File: src/rtl/uart_rx_framer.sv
// -----------------------------------------------------------------------------
// uart_rx_framer
//   Asynchronous serial receiver: 8 data bits, LSB first, 1 stop bit, sampled
//   with an oversampling tick and a 2-of-3 majority vote around mid-bit.
//   Received bytes are buffered in a show-ahead FIFO and offered on a
//   valid/ready byte stream to the downstream packet handler.
//
//   Optional feature macro: UART_RX_PARITY_EN
//     defined   -> one parity bit between data and stop, sense set by PARITY_ODD
//     undefined -> 10-bit frame, parity_err tied low
//
// Ports
//   clk           in   system clock
//   rst_n         in   asynchronous active-low reset
//   rxd           in   serial line, idle high, asynchronous to clk
//   rx_byte       out  FIFO head byte (8'h00 while empty)
//   rx_byte_valid out  FIFO non-empty
//   rx_byte_ready in   consumer accepts head byte (pop on valid && ready)
//   frame_err     out  1-cycle pulse, stop bit sampled low
//   overrun_err   out  1-cycle pulse, byte dropped on a full FIFO
//   parity_err    out  1-cycle pulse, parity mismatch
// -----------------------------------------------------------------------------
module uart_rx_framer #(
  parameter int CLK_FREQ_HZ = 50_000_000,
  parameter int BAUD_RATE   = 115200,
  parameter int OVERSAMPLE  = 16,
  parameter int FIFO_DEPTH  = 16,
  parameter int PARITY_ODD  = 0
) (
  input  logic       clk,
  input  logic       rst_n,
  input  logic       rxd,
  output logic [7:0] rx_byte,
  output logic       rx_byte_valid,
  input  logic       rx_byte_ready,
  output logic       frame_err,
  output logic       overrun_err,
  output logic       parity_err
);

  localparam int LP_DIV_RAW = CLK_FREQ_HZ / (BAUD_RATE * OVERSAMPLE);
  localparam int LP_DIV     = (LP_DIV_RAW < 1) ? 1 : LP_DIV_RAW;
  localparam int LP_TW      = (LP_DIV > 1) ? $clog2(LP_DIV) : 1;
  localparam int LP_SW      = $clog2(OVERSAMPLE);
  localparam int LP_AW      = $clog2(FIFO_DEPTH);

  localparam logic [LP_TW-1:0] LP_TICK_LAST = LP_TW'(LP_DIV - 1);
  localparam logic [LP_SW-1:0] LP_CNT_A     = LP_SW'(OVERSAMPLE / 2 - 1);
  localparam logic [LP_SW-1:0] LP_CNT_B     = LP_SW'(OVERSAMPLE / 2);
  localparam logic [LP_SW-1:0] LP_CNT_C     = LP_SW'(OVERSAMPLE / 2 + 1);
  localparam logic [LP_SW-1:0] LP_CNT_LAST  = LP_SW'(OVERSAMPLE - 1);

  typedef enum logic [2:0] {
    ST_IDLE   = 3'd0,
    ST_START  = 3'd1,
    ST_DATA   = 3'd2,
    ST_STOP   = 3'd3,
    ST_BREAK  = 3'd4
`ifdef UART_RX_PARITY_EN
    ,ST_PARITY = 3'd5
`endif
  } state_t;

  // 2-of-3 majority vote
  function automatic logic maj3(input logic a, input logic b, input logic c);
    return (a & b) | (a & c) | (b & c);
  endfunction

`ifdef UART_RX_PARITY_EN
  localparam logic LP_ODD = (PARITY_ODD != 0) ? 1'b1 : 1'b0;

  // Even sense: data ^ parity bit must be 0; odd sense: must be 1.
  function automatic logic par_mismatch(input logic [7:0] d, input logic p, input logic odd);
    return (^d) ^ p ^ odd;
  endfunction
`endif

  state_t               r_state, w_state_nx;
  logic                 r_sync1, r_sync2;
  logic [LP_TW-1:0]     r_tick_cnt;
  logic [LP_SW-1:0]     r_samp_cnt;
  logic                 r_samp_a, r_samp_b;
  logic [7:0]           r_shift;
  logic [2:0]           r_bit_idx;
  logic                 r_push_req;
  logic                 r_frame_err, r_parity_err, r_overrun_err;
  logic [7:0]           r_mem [FIFO_DEPTH];
  logic [LP_AW:0]       r_wr_ptr, r_rd_ptr;

  logic w_tick, w_start_det, w_active;
  logic w_at_a, w_at_b, w_maj_pt, w_bit_end, w_maj, w_par_bad;
  logic w_shift_en, w_push_now, w_frame_now, w_parity_now, w_idx_clr, w_idx_inc;
  logic w_full, w_empty, w_pop, w_wr, w_ovr;

`ifdef UART_RX_PARITY_EN
  logic r_par_bit;
  logic w_par_cap;
`endif

  // Two-flop synchronizer, idles high so reset never looks like a start bit
  always_ff @(posedge clk or negedge rst_n) begin
    if (!rst_n) begin
      r_sync1 <= 1'b1;
      r_sync2 <= 1'b1;
    end else begin
      r_sync1 <= rxd;
      r_sync2 <= r_sync1;
    end
  end

  assign w_start_det = (r_state == ST_IDLE) && !r_sync2;
  assign w_tick      = (r_tick_cnt == LP_TICK_LAST);
  assign w_active    = (r_state != ST_IDLE) && (r_state != ST_BREAK);

  // Oversample tick divider, re-phased to the detected start edge
  always_ff @(posedge clk or negedge rst_n) begin
    if (!rst_n) begin
      r_tick_cnt <= '0;
    end else if (w_start_det || w_tick) begin
      r_tick_cnt <= '0;
    end else begin
      r_tick_cnt <= r_tick_cnt + 1'b1;
    end
  end

  // Per-bit sample position 0..OVERSAMPLE-1
  always_ff @(posedge clk or negedge rst_n) begin
    if (!rst_n) begin
      r_samp_cnt <= '0;
    end else if (w_start_det) begin
      r_samp_cnt <= '0;
    end else if (w_active && w_tick) begin
      r_samp_cnt <= (r_samp_cnt == LP_CNT_LAST) ? '0 : r_samp_cnt + 1'b1;
    end
  end

  assign w_at_a    = w_tick && (r_samp_cnt == LP_CNT_A);
  assign w_at_b    = w_tick && (r_samp_cnt == LP_CNT_B);
  assign w_maj_pt  = w_tick && (r_samp_cnt == LP_CNT_C);
  assign w_bit_end = w_tick && (r_samp_cnt == LP_CNT_LAST);
  // Third vote is the live sample taken at the decision point
  assign w_maj     = maj3(r_samp_a, r_samp_b, r_sync2);

  // Capture the first two of the three mid-bit samples
  always_ff @(posedge clk or negedge rst_n) begin
    if (!rst_n) begin
      r_samp_a <= 1'b1;
      r_samp_b <= 1'b1;
    end else begin
      if (w_at_a) r_samp_a <= r_sync2;
      if (w_at_b) r_samp_b <= r_sync2;
    end
  end

`ifdef UART_RX_PARITY_EN
  assign w_par_bad = par_mismatch(r_shift, r_par_bit, LP_ODD);
`else
  assign w_par_bad = 1'b0;
`endif

  // FSM state register
  always_ff @(posedge clk or negedge rst_n) begin
    if (!rst_n) begin
      r_state <= ST_IDLE;
    end else begin
      r_state <= w_state_nx;
    end
  end

  // FSM next-state logic
  always_comb begin
    w_state_nx = r_state;
    case (r_state)
      ST_IDLE: begin
        if (!r_sync2) w_state_nx = ST_START;
        else          w_state_nx = ST_IDLE;
      end
      ST_START: begin
        if (w_maj_pt && w_maj) w_state_nx = ST_IDLE;
        else if (w_bit_end)    w_state_nx = ST_DATA;
        else                   w_state_nx = ST_START;
      end
      ST_DATA: begin
        if (w_bit_end && (r_bit_idx == 3'd7)) begin
`ifdef UART_RX_PARITY_EN
          w_state_nx = ST_PARITY;
`else
          w_state_nx = ST_STOP;
`endif
        end else begin
          w_state_nx = ST_DATA;
        end
      end
`ifdef UART_RX_PARITY_EN
      ST_PARITY: begin
        if (w_bit_end) w_state_nx = ST_STOP;
        else           w_state_nx = ST_PARITY;
      end
`endif
      // Stop is decided at mid-bit so the next start edge can be caught early
      ST_STOP: begin
        if (w_maj_pt) w_state_nx = w_maj ? ST_IDLE : ST_BREAK;
        else          w_state_nx = ST_STOP;
      end
      ST_BREAK: begin
        if (r_sync2) w_state_nx = ST_IDLE;
        else         w_state_nx = ST_BREAK;
      end
      default: w_state_nx = ST_IDLE;
    endcase
  end

  // FSM output decode
  always_comb begin
    w_shift_en   = 1'b0;
    w_push_now   = 1'b0;
    w_frame_now  = 1'b0;
    w_parity_now = 1'b0;
    w_idx_clr    = 1'b0;
    w_idx_inc    = 1'b0;
`ifdef UART_RX_PARITY_EN
    w_par_cap    = 1'b0;
`endif
    case (r_state)
      ST_START: w_idx_clr = w_bit_end;
      ST_DATA: begin
        w_shift_en = w_maj_pt;
        w_idx_inc  = w_bit_end;
      end
`ifdef UART_RX_PARITY_EN
      ST_PARITY: w_par_cap = w_maj_pt;
`endif
      ST_STOP: begin
        w_push_now   = w_maj_pt && w_maj && !w_par_bad;
        w_frame_now  = w_maj_pt && !w_maj;
        w_parity_now = w_maj_pt && w_par_bad;
      end
      default: begin
        w_shift_en = 1'b0;
      end
    endcase
  end

  // Receive datapath: shift register, bit index, push request, error pulses
  always_ff @(posedge clk or negedge rst_n) begin
    if (!rst_n) begin
      r_shift      <= 8'h00;
      r_bit_idx    <= 3'd0;
      r_push_req   <= 1'b0;
      r_frame_err  <= 1'b0;
      r_parity_err <= 1'b0;
    end else begin
      if (w_shift_en) r_shift <= {w_maj, r_shift[7:1]};
      if (w_idx_clr)      r_bit_idx <= 3'd0;
      else if (w_idx_inc) r_bit_idx <= r_bit_idx + 3'd1;
      r_push_req   <= w_push_now;
      r_frame_err  <= w_frame_now;
      r_parity_err <= w_parity_now;
    end
  end

`ifdef UART_RX_PARITY_EN
  // Received parity bit
  always_ff @(posedge clk or negedge rst_n) begin
    if (!rst_n) begin
      r_par_bit <= 1'b0;
    end else if (w_par_cap) begin
      r_par_bit <= w_maj;
    end
  end
`endif

  // FIFO flags: pointers carry one extra wrap bit to tell full from empty
  assign w_empty = (r_wr_ptr == r_rd_ptr);
  assign w_full  = (r_wr_ptr[LP_AW] != r_rd_ptr[LP_AW]) &&
                   (r_wr_ptr[LP_AW-1:0] == r_rd_ptr[LP_AW-1:0]);
  assign w_pop   = !w_empty && rx_byte_ready;
  // A pop in the same cycle frees the slot, so a full FIFO still accepts
  assign w_wr    = r_push_req && (!w_full || w_pop);
  assign w_ovr   = r_push_req && w_full && !w_pop;

  // FIFO pointers and overrun pulse
  always_ff @(posedge clk or negedge rst_n) begin
    if (!rst_n) begin
      r_wr_ptr      <= '0;
      r_rd_ptr      <= '0;
      r_overrun_err <= 1'b0;
    end else begin
      if (w_wr)  r_wr_ptr <= r_wr_ptr + 1'b1;
      if (w_pop) r_rd_ptr <= r_rd_ptr + 1'b1;
      r_overrun_err <= w_ovr;
    end
  end

  // FIFO storage; r_shift holds the byte until the next frame's data bits
  always_ff @(posedge clk) begin
    if (w_wr) r_mem[r_wr_ptr[LP_AW-1:0]] <= r_shift;
  end

  assign rx_byte_valid = !w_empty;
  assign rx_byte       = w_empty ? 8'h00 : r_mem[r_rd_ptr[LP_AW-1:0]];
  assign frame_err     = r_frame_err;
  assign overrun_err   = r_overrun_err;
  assign parity_err    = r_parity_err;

endmodule

File: config.mk
export PLATFORM = sky130hd
export DESIGN_NAME = uart_rx_framer
export DESIGN_NICKNAME = d
export VERILOG_FILES = /design/src/rtl/uart_rx_framer.sv
export SDC_FILE = /design/constraint.sdc
export NUM_CORES = 1
export LEC_CHECK = 0
export ABC_AREA = 1
export BUFFER_PORTS_ARGS = -buffer_cell sky130_fd_sc_hd__buf_2
export CELL_PAD_IN_SITES_DETAIL_PLACEMENT = 1
export CELL_PAD_IN_SITES_GLOBAL_PLACEMENT = 1
export CORE_ASPECT_RATIO = 1.75
export CORE_UTILIZATION = 36
export CTS_CLUSTER_SIZE = 28
export DETAILED_ROUTE_END_ITERATION = 16
export PLACE_DENSITY = 0.58
export SYNTH_ARGS = -nofsm -noshare
export SYNTH_HDL_FRONTEND = slang
export SYNTH_SLANG_ARGS = --single-unit
File: constraint.sdc
create_clock -name clk -period 4 [get_ports clk]
set_input_delay 0.8 -clock clk [delete_from_list [all_inputs] [get_ports clk]]
set_output_delay 0.8 -clock clk [all_outputs]
set_load 0.02 [all_outputs]
After elaboration in Yosys (flattened, before gate mapping)
Memories as Yosys holds them, arrays and structs flattened. Index checks and enable logic that the tools add are counted.

Add/sub/neg operators: 5. Multipliers: 0. Divide/modulo/power cells: 0. Magnitude comparators: 0. Equality and inequality tests: 14. Shift operators: 0. Muxes and demuxes: 22. Bitwise operators: 5. Reduce and logical (&&, ||, !) cells: 26.

Operator list (number): adder 5 x 1 -> 5 bit, second input constant (3); logical AND 1 bit (15); two-way mux 3 bit (5); one-hot mux 3 bit (5 select lines) (1); == test 4 bit, second input constant (3); two-way mux 4 bit (3); two-way mux 1 bit (9); two-way mux 8 bit (1); == test 3 x 2 -> 1 bit, second input constant (2); == test 3 bit, second input constant (2); == test 5 bit (1); == test 5 bit, second input constant (1); logical NOT 1 bit (5); two-way mux 5 bit (1); adder 4 x 1 -> 4 bit, second input constant (1); == test 4 x 3 -> 1 bit, second input constant (1); == test 4 bit (1); two-way mux 2 bit (2); nonzero test 2 bit (2); adder 3 x 1 -> 3 bit, second input constant (1); bitwise AND 1 bit (3); == test 3 x 1 -> 1 bit, second input constant (1); logical NOT 3 bit (1); inequality test 3 bit, second input constant (1); 4 further kinds (6).

Bits in registers: 40. Bits in latches: 0. Bits in writable memories: 128. Bits in read-only memories: 0. Output and inout port bits: 12. Word-level logic and storage cells: 87. Memories kept: 1.

Memory list: r_mem (words 16, bits a word 8, read ports 1, clocked after memory_dff 0, wr ports 1, RTL line 87) `logic [7:0] r_mem [FIFO_DEPTH];`.

Depth between registers and ports, before layout
Gate-level depths: netlist of the first run.

Depth in word-level cells: 7. Mapped depth: 11. Depth with buffers taken out: 9.

Worst setup path after synthesis of the first run
Ideal clock, no wire load.

Kind: reg-to-output. Start point: register r_rd_ptr[0]. End point: output rx_byte[1]. Arrival: 1.464 ns. Data required time: 3.200 ns. Path slack: 1.736 ns. Stages on the path, launching flop included: 11. Path through: dfrtp_1 > buf_6 > buf_4 > buf_4 > nand2_1 > nand3_1 > nand2_1 > nand2_1 > nand2_1 > inv_1 > a21oi_1.

Cells in the longest elaborated chain, start to end: 2.

RTL lines: start: declaration (RTL line 88) `logic [LP_AW:0] r_wr_ptr, r_rd_ptr;`; start signal: assignment (RTL line 290) `if (w_pop) r_rd_ptr <= r_rd_ptr + 1'b1;`; memory (16 x 8 bit) or == test 5 bit (tied branches); two-way mux 8 bit (*) (RTL line 301) `assign rx_byte = w_empty ? 8'h00 : r_mem[r_rd_ptr[LP_AW-1:0]];`; end: declaration (RTL line 33) `output logic [7:0] rx_byte,`.

Mark *: on every way between the ends. The rest lies on a longest branch, timed or not.

Worst setup path in the final report of the first run
Start point: register r_rd_ptr[0]. End point: output rx_byte[6].

Same word-level chain as after synthesis.

==> summary.md, run 1 <==
| Metric | Value |
|---|---|
| Crit Reg-Reg Endpoint | r_mem[10][1] |
| N_diodes | 0 |
| Max-slew violation count | 0 |
| Count of warnings emitted by yosys | 0 |
| Synth unique cells | 32 |
| Hold Crit Depth | 0 |
| Fin crit period | approximately 3.3 ns |
| Postcts setup bufs | 0 |
| Commonest non-fill, non-tap cells in the layout | nand2_1, edfxtp_1, inv_1, nand3_1, nor2_1 |
| Pre-antenna DRT Iters | 12 |
| Utilization after layout | 40.8% |
| Commonest non-fill, non-tap cell in the layout | nand2_1 |
| Async S/R FF share, synth | 23.8% |
| Critical path class | reg -> out |
| Worst Setup SP | r_rd_ptr[0] |
| Cts repair resizes | 0 |
| CTS Buf Count | 17 |
| GRT Total Usage | 18.6% |
| Post-Layout Cell Count | 1066 |
| CTS tree | done |
| Clk root buf | clkbuf_16 |
| Number of cell rows | 70 |
| Initial Util | 36.7% |
| Die area | 21900 um2 |
| Part of the Yosys area used for sequential elements | between 60% and 70% |
| CTS H-tree depth | 4 |
| I/O pin cnt | 16 |
| Hold_buf cts | 0 |
| FF-to-FF path depth | 6 |
| Max-cap viol count | 0 |
| Slowest cell on crit path | buf_4 |
| Final WL | between 15000 and 20000 um |
| First-pass GRT wire length | 30000 um |
| Fin Setup TNS | 0 ns |
| # fillers | 2386 |
| Max Clock Skew | 0.00844 ns |
| Critical Path Sink Type | output pin |
| Later-pin clock latency in the skew report | 0.43 ns |
| Buffer and inverter count on the worst path | 3 |
| Worst R2R Start | r_rd_ptr[0] |
| CP startpoint kind | flip-flop |
| Core area | 20800 um2 |
| Inst Count DP | a little over 1000 |
| Post-synth EDFFs | 128 |
| PortBufs | 14 |
| Via count | between 5000 and 6000 |
| Most common flop cell mapped by yosys | edfxtp_1 |
| Die W | between 100 and 150 um |
| Vias per inst | 4.77 |
| Area taken by flip-flops and latches | 4850 um2 |
| RD Place Congestion | around 0.75 |
| Sw Share | 18.9% |
| Switch Pwr | 0.663 mW |
| Worst-path cell chain | buf_4 > xor2_1 > nor2_2 > nand3_2 > inv_2 > a21oi_1 > buf_2 |
| HP Class | reg -> reg |
| Clock slew at reported path FFs | 0.06 ns |
| Critical path required time | 3.20 ns |
| Share of cells above drive strength 1 | 7.74% |
| Critical Path Fanout Max | 68 |
| Layout Area Growth over Synthesis | 10.9% |
| Worst slew margin | 37.6% |
| Number of synthesized register bits | between 150 and 200 |
| Synthesized area per cell | slightly below 10 um2 |
| Worst-margin pin slew | 0.933 ns |
| DP HPWL | 12700 um |
| Syn nets | approximately 800 |
| DIE HEIGHT | between 150 and 200 um |
| Clock power share | 46.7% |
| Status | complete, but fails checks |
| Hold Vio Cnt, Final | 0 |
| Initial antenna violation count | 0 |
| Mapped Area | 7660 um2 |
| Pin count of the biggest net entering global routing | between 60 and 70 |
| Gr ovfl total | 0 |
| Nets | 817 |
| Clock Tree Buf Depth | 2 |
| First-iteration detailed-routing DRC count | 281 |
| Post-route DRC | 2 |
| Slowest stage delay, CP | 0.60 ns |
| Failing checks | DRC |
| Final period utilization | 82.2% |
| RSZ-0062 raised after global routing | false |
| Cell family contributing the most delay on the critical path | buffers and inverters |
| Num Clock Sinks | 168 |
| Antenna-violating nets left | 0 |
| Pwr Density | 413 nW/um2 |
| Arrival time worst endpoint | 2.49 ns |
| Peak supply drop | 0.000241 V |
| WL/cell | 17.8 um |
| Worst Hold End | r_sync2 |
| Seq pwr share | 53.0% |
| Fmax | a little over 0.3 GHz |
| Static Leak | 3.76 nW |
| Comb power frac | 0.3% |
| R2r setup slk | around 1.3 ns |
| Multi-input logic area | 2180 um2 |
| Final setup fails | 0 |
| Int Power | around 2.8 mW |
| HP Start | r_sync1 |
| Syn Inst Count | 791 |
| Vias in the first global route | 5288 |
-- synth_stat cells, types with 2 or more instances --
cell        n  area, um2
clkbuf_1    4       15.0
nand3_1    90        450
o21ai_0    17       85.1
inv_1     117        439
nor2_1     37        139
xnor2_1     4       35.0
edfxtp_1  128       3840
buf_4       6       45.0
a21oi_1    10       50.1
ha_1       12        150
buf_6       5       56.3
nor3_1      2       10.0
nor2_2      2       12.5
xor2_1     11       96.3
inv_2       2       7.51
nand2_1   277       1040
buf_2       9       45.0
dfstp_2     4        105
nand4_1     3       18.8
dfrtp_1    36        901
clkinv_1    2       7.51
buf_1       3       11.3
-- routing by layer --
layer / vias to the layer above / global-route usage, % / part of all wire [%]
met5: - / 0 / 0
met3: 18 / 3.74 / 2.5
li1: 2526 / - / -
met4: 0 / 7.70 / 2.2
met1: 2487 / 21.1 / 42
met2: 50 / 33.8 / 54
-- stage by stage --
step                      hold WS [ns]  instance area, um2  total power, mW  setup WS (ns)
after floorplan                  0.345                7660             1.90           1.74
after CTS                        0.358                8500             3.56          0.638
final                            0.356                8500             3.51          0.712
after detailed placement         0.350                7900             1.91           1.12
after global routing             0.366                8500             3.62          0.475
after global placement           0.348                7900             1.91           1.12
-- worst max-delay path by stage --
stage / endpoint / slack [ns] / cells after the start
after floorplan: rx_byte[1] / 1.74 / 10
final: rx_byte[6] / 0.71 / 7
after detailed placement: rx_byte[1] / 1.12 / 10
after CTS: rx_byte[1] / 0.64 / 10
after global placement: rx_byte[1] / 1.12 / 10
after global routing: rx_byte[1] / 0.48 / 10
-- area by class of cell --
| type | count | share of cell area (%) |
|---|---|---|
| clock inverters | 6 | 0.677 |
| well taps | 252 | 3.71 |
| flip-flops and latches | 168 | 57.1 |
| clock buffers | 26 | 6.30 |
| repair buffers | 18 | 1.18 |
| inverters | 122 | 5.41 |
| multi-input cells | 474 | 25.6 |
-- power groups by stage --
stage,sequential [mW],combinational (mW),clock [mW]
CTS,1.86,0.0128,1.69
global placement,1.90,0.0121,0
floorplan,1.90,0.00205,0
global route,1.86,0.0140,1.75
finish,1.86,0.0118,1.64
detailed placement,1.90,0.0128,0
-- flip-flops by register name, summed over array words and instances, names as in the netlist, 3 cells and up --
signal	flops
r_bit_idx	3
r_state	3
r_tick_cnt	5
r_mem	128
r_samp_cnt	4
r_shift	8
r_rd_ptr	5
r_wr_ptr	5
-- worst register-to-register path, stage by stage, from the launching register on --
cell     delay, ns
dfrtp_2       0.36
buf_4         0.60
xor2_1        0.24
nor2_2        0.09
nand3_4       0.13
nand2_4       0.17
nor2_1        0.76
-- logic make-up (layout without fill, tap and decap cells) --
logic type / count (synthesis) / count (layout) / synth area share (%)
other: 1 / 1 / 0.0490
AND/OR/NAND/NOR: 418 / 418 / 22.8
flip-flops: 168 / 168 / 63.3
buffers and inverters: 149 / 172 / 8.25
adder cells (fa/ha/maj): 13 / 13 / 2.09
AO/OA/AOI/OAI: 27 / 27 / 1.76
XOR/XNOR: 15 / 15 / 1.72
Power figures use the tool's default switching activity.
==> inputs of run 2 (changes only) <==
--- a/config.mk
+++ b/config.mk
@@ -5,7 +5,7 @@
 export SDC_FILE = /design/constraint.sdc
 export NUM_CORES = 1
 export LEC_CHECK = 0
-export ABC_AREA = 1
+export ABC_AREA = 0
 export BUFFER_PORTS_ARGS = -buffer_cell sky130_fd_sc_hd__buf_2
 export CELL_PAD_IN_SITES_DETAIL_PLACEMENT = 1
 export CELL_PAD_IN_SITES_GLOBAL_PLACEMENT = 1
@@ -13,7 +13,7 @@
 export CORE_UTILIZATION = 36
 export CTS_CLUSTER_SIZE = 28
 export DETAILED_ROUTE_END_ITERATION = 16
-export PLACE_DENSITY = 0.58
+export PLACE_DENSITY = 0.56
 export SYNTH_ARGS = -nofsm -noshare
 export SYNTH_HDL_FRONTEND = slang
 export SYNTH_SLANG_ARGS = --single-unit
==> constraint.sdc (replaced) <==
create_clock -name clk -period 2.8 [get_ports clk]
set_input_delay 0.56 -clock clk [delete_from_list [all_inputs] [get_ports clk]]
set_output_delay 0.56 -clock clk [all_outputs]
set_load 0.02 [all_outputs]
==> run 2 against run 1 <==
The flow now finishes without violations. Clock-buffer cell count down 7. Sequential power up 49%. Synthesized cell count down 51%. Setup slack worse by 0.62 ns. Hold slack worse by 0.17 ns. Largest cell class unchanged.
==> summary.md, run 2 <==
| Metric | Value |
|---|---|
| Status | complete, no violations |
| Synthesized area per cell | ~18 um2 |
| Post-synth EDFFs | 128 |
| RD Place Congestion | 0.706 |
| Synth unique cells | 54 |
| Arrival time worst endpoint | 2.15 ns |
| Num Clock Sinks | around 170 |
| Number of synthesized register bits | ~170 |
| Core area | 19000 um2 |
| Worst slew margin | 37.9% |
| Pin count of the biggest net entering global routing | 36 |
| Final period utilization | 96.7% |
| Post-route DRC | 0 |
| Critical Path Sink Type | output pin |
| Die W | 107 um |
| Mapped Area | 6970 um2 |
| DIE HEIGHT | 186 um |
| Clock power share | 38.4% |
| Complex-gate fraction of the synthesized area | 5.01% |
| HP Class | in -> async |
| Synth top area share | 55.1% |
| Top cells by area, synth | edfxtp_1, dfrtp_1, mux4_2, ha_1, a22oi_1 |
| Worst-path cell chain | buf_6 > mux4_2 > a22oi_1 > a21oi_1 > buf_2 |
| Peak supply drop | 0.000406 V |
| Int Power | 4.33 mW |
| Max-cap viol count | 0 |
| RSZ-0062 raised after global routing | false |
| Hold_buf cts | 0 |
| Dpl cell area | 7330 um2 |
| Final setup fails | 0 |
| Syn Inst Count | 389 |
| Die area | 19900 um2 |
| Slowest stage delay, CP | about 0.5 ns |
| WL/cell | 23.0 um |
| Async S/R FF share, synth | 23.8% |
| Layout Area Growth over Synthesis | 14.0% |
| GRT Total Usage | 17.3% |
| Clock Tree Buf Depth | 2 |
| Commonest non-fill, non-tap cell in the layout | edfxtp_1 |
| Later-pin clock latency in the skew report | 0.43 ns |
| Seq pwr share | between 40% and 50% |
| Clock slew at reported path FFs | 0.07 ns |
| Synth Area in Simple Gates | between 6 and 7% |
| Slowest cell on crit path | mux4_2 |
| Syn nets | 405 |
| Pre-antenna DRT Iters | 4 |
| CTS tree | done |
| Initial Util | 36.6% |
| Gr ovfl total | 0 |
| Largest area contributor in the netlist | edfxtp_1 |
| Initial antenna violation count | 0 |
| Max Clock Skew | about 0.0095 ns |
| Comb power frac | between 15 and 20% |
| Vias in the first global route | 3905 |
| Most common flop cell mapped by yosys | edfxtp_1 |
| Antenna-violating nets left | 0 |
| Most frequent cells after synthesis | edfxtp_1, dfrtp_1, mux4_2, a22oi_1, and3_1 |
| N_diodes | 0 |
| Nets | between 400 and 500 |
| Worst-margin pin slew | a little over 0.9 ns |
| Xor/xnor share of the synthesized area | 2.46% |
| Static Leak | approximately 3.2 nW |
| Final WL | 15400 um |
| Mux cell area share after synthesis | between 10% and 20% |
| Count of warnings emitted by yosys | 0 |
| Part of the Yosys area used for sequential elements | 69.6% |
| Switch Pwr | 1.63 mW |
| Fmax | 0.369 GHz |
| Fin crit period | between 2 and 3 ns |
| Clk root buf | clkbuf_16 |
| First-pass GRT wire length | 24200 um |
| Cell family contributing the most delay on the critical path | multiplexers |
| I/O pin cnt | 16 |
| Share of cells above drive strength 1 | 25.8% |
| DP HPWL | 10500 um |
| Post-Layout Inst Area | 7950 um2 |
| Adder-cell share of the synthesized area | 2.30% |
| # fillers | between 1500 and 2000 |
| CTS H-tree depth | 4 |
| Max reg flops | between 100 and 150 |
| Hold Vio Cnt, Final | 0 |
| Fin Setup TNS | 0 ns |
| Critical path class | reg -> out |
| First-iteration detailed-routing DRC count | 169 |
| Most instantiated library cell after synthesis | edfxtp_1 |
| Pwr Density | 750 nW/um2 |
| CP startpoint kind | flip-flop |
| Buffer and inverter count on the worst path | 2 |
| Via count | roughly 3500 |
| Sw Share | 27.3% |
| Number of cell rows | 67 |
| Critical Path Fanout Max | 11 |
| Max-slew violation count | 0 |
| PortBufs | 14 |
| Critical path required time | 2.24 ns |
| CTS Buf Count | 17 |
| Commonest non-fill, non-tap cells in the layout | edfxtp_1, dfrtp_1, mux4_2, clkbuf_16 |
| Vias per inst | 5.18 |
| Main combinational cell family by area after synthesis | multiplexers |
-- run 2: cell types whose count changed after synthesis, sizes merged, moves of 10 or more --
cell and delta:
buf -11, nand2 -274, o21ai -12, inv -111
nand3 -86, xnor2 +10, mux4 +32, mux2 +12
nor2 -26, and3 +14, a22oi +17
-- run 2: final cells by class --
class | instances | area [um2] | share of cell area (%)
well taps | 241 | 302 | 3.80
clock inverters | 13 | 109 | 1.37
multi-input cells | 195 | 1990 | 25.0
clock buffers | 19 | 464 | 5.84
repair buffers | 27 | 200 | 2.52
inverters | 8 | 30.0 | 0.378
flip-flops and latches | 168 | 4850 | 61.1
-- run 2: logic make-up (layout without fill, tap and decap cells) --
kind of cell	count (synthesis)	count (layout)
other	1	1
AO/OA/AOI/OAI	49	49
XOR/XNOR	17	17
flip-flops	168	168
multiplexers	44	44
buffers and inverters	26	67
adder cells (fa/ha/maj)	13	13
AND/OR/NAND/NOR	71	71
-- run 2: routing by layer --
metal,GRT usage [%],vias to the layer above,part of all wire [%]
li1,-,1597,-
met1,18.9,1828,39
met2,32.8,35,58
met3,3.26,17,1.5
met4,6.19,0,1.5
met5,0,-,0
-- run 2: worst paths after layout --
kind | from | endpoint | slack (ns) | cells past startpoint
worst min-delay path | rst_n | r_tick_cnt[4] | 0.19 | 1
worst max register to register | r_rd_ptr[0] | r_mem[7][5] | 0.57 | 5
min in group clk | rxd | r_sync1 | 0.22 | 1
worst max-delay path | r_rd_ptr[0] | rx_byte[7] | 0.09 | 5
worst min register to register | r_sync1 | r_sync2 | 0.36 | 0
max in group asynchronous | rst_n | r_sync2 | 1.91 | 2
-- run 2: through the flow --
| stage | utilization, % | hold WS, ns | power (mW) | instances | setup WS [ns] |
|---|---|---|---|---|---|
| after floorplan | - | 0.264 | 3.43 | 389 | 0.626 |
| after global placement | 38.5 | 0.349 | 3.69 | 637 | 0.395 |
| after detailed placement | 38.5 | 0.348 | 3.71 | 637 | 0.357 |
| after CTS | 41.7 | 0.199 | 6.03 | 671 | 0.0317 |
| after global routing | 41.8 | 0.202 | 6.18 | 671 | 0.0132 |
| final | 41.8 | 0.187 | 5.96 | 671 | 0.0915 |
-- run 2: what timing repair did --
item                                    4_1_cts  5_1_grt
setup buffers                                 2        0
endpoints found under the setup margin        8        2
gates resized for setup                       4        2
pin swaps                                     0        0
-- run 2: power by group through the flow --
stage          registers [mW]  clock network, mW  logic (mW)
6_report                 2.77               2.29       0.900
5_1_grt                  2.77               2.43       0.977
4_1_cts                  2.77               2.33       0.926
3_5_place_dp             2.83                  0       0.874
3_3_place_gp             2.83                  0       0.865
2_1_floorplan            2.78                  0       0.648
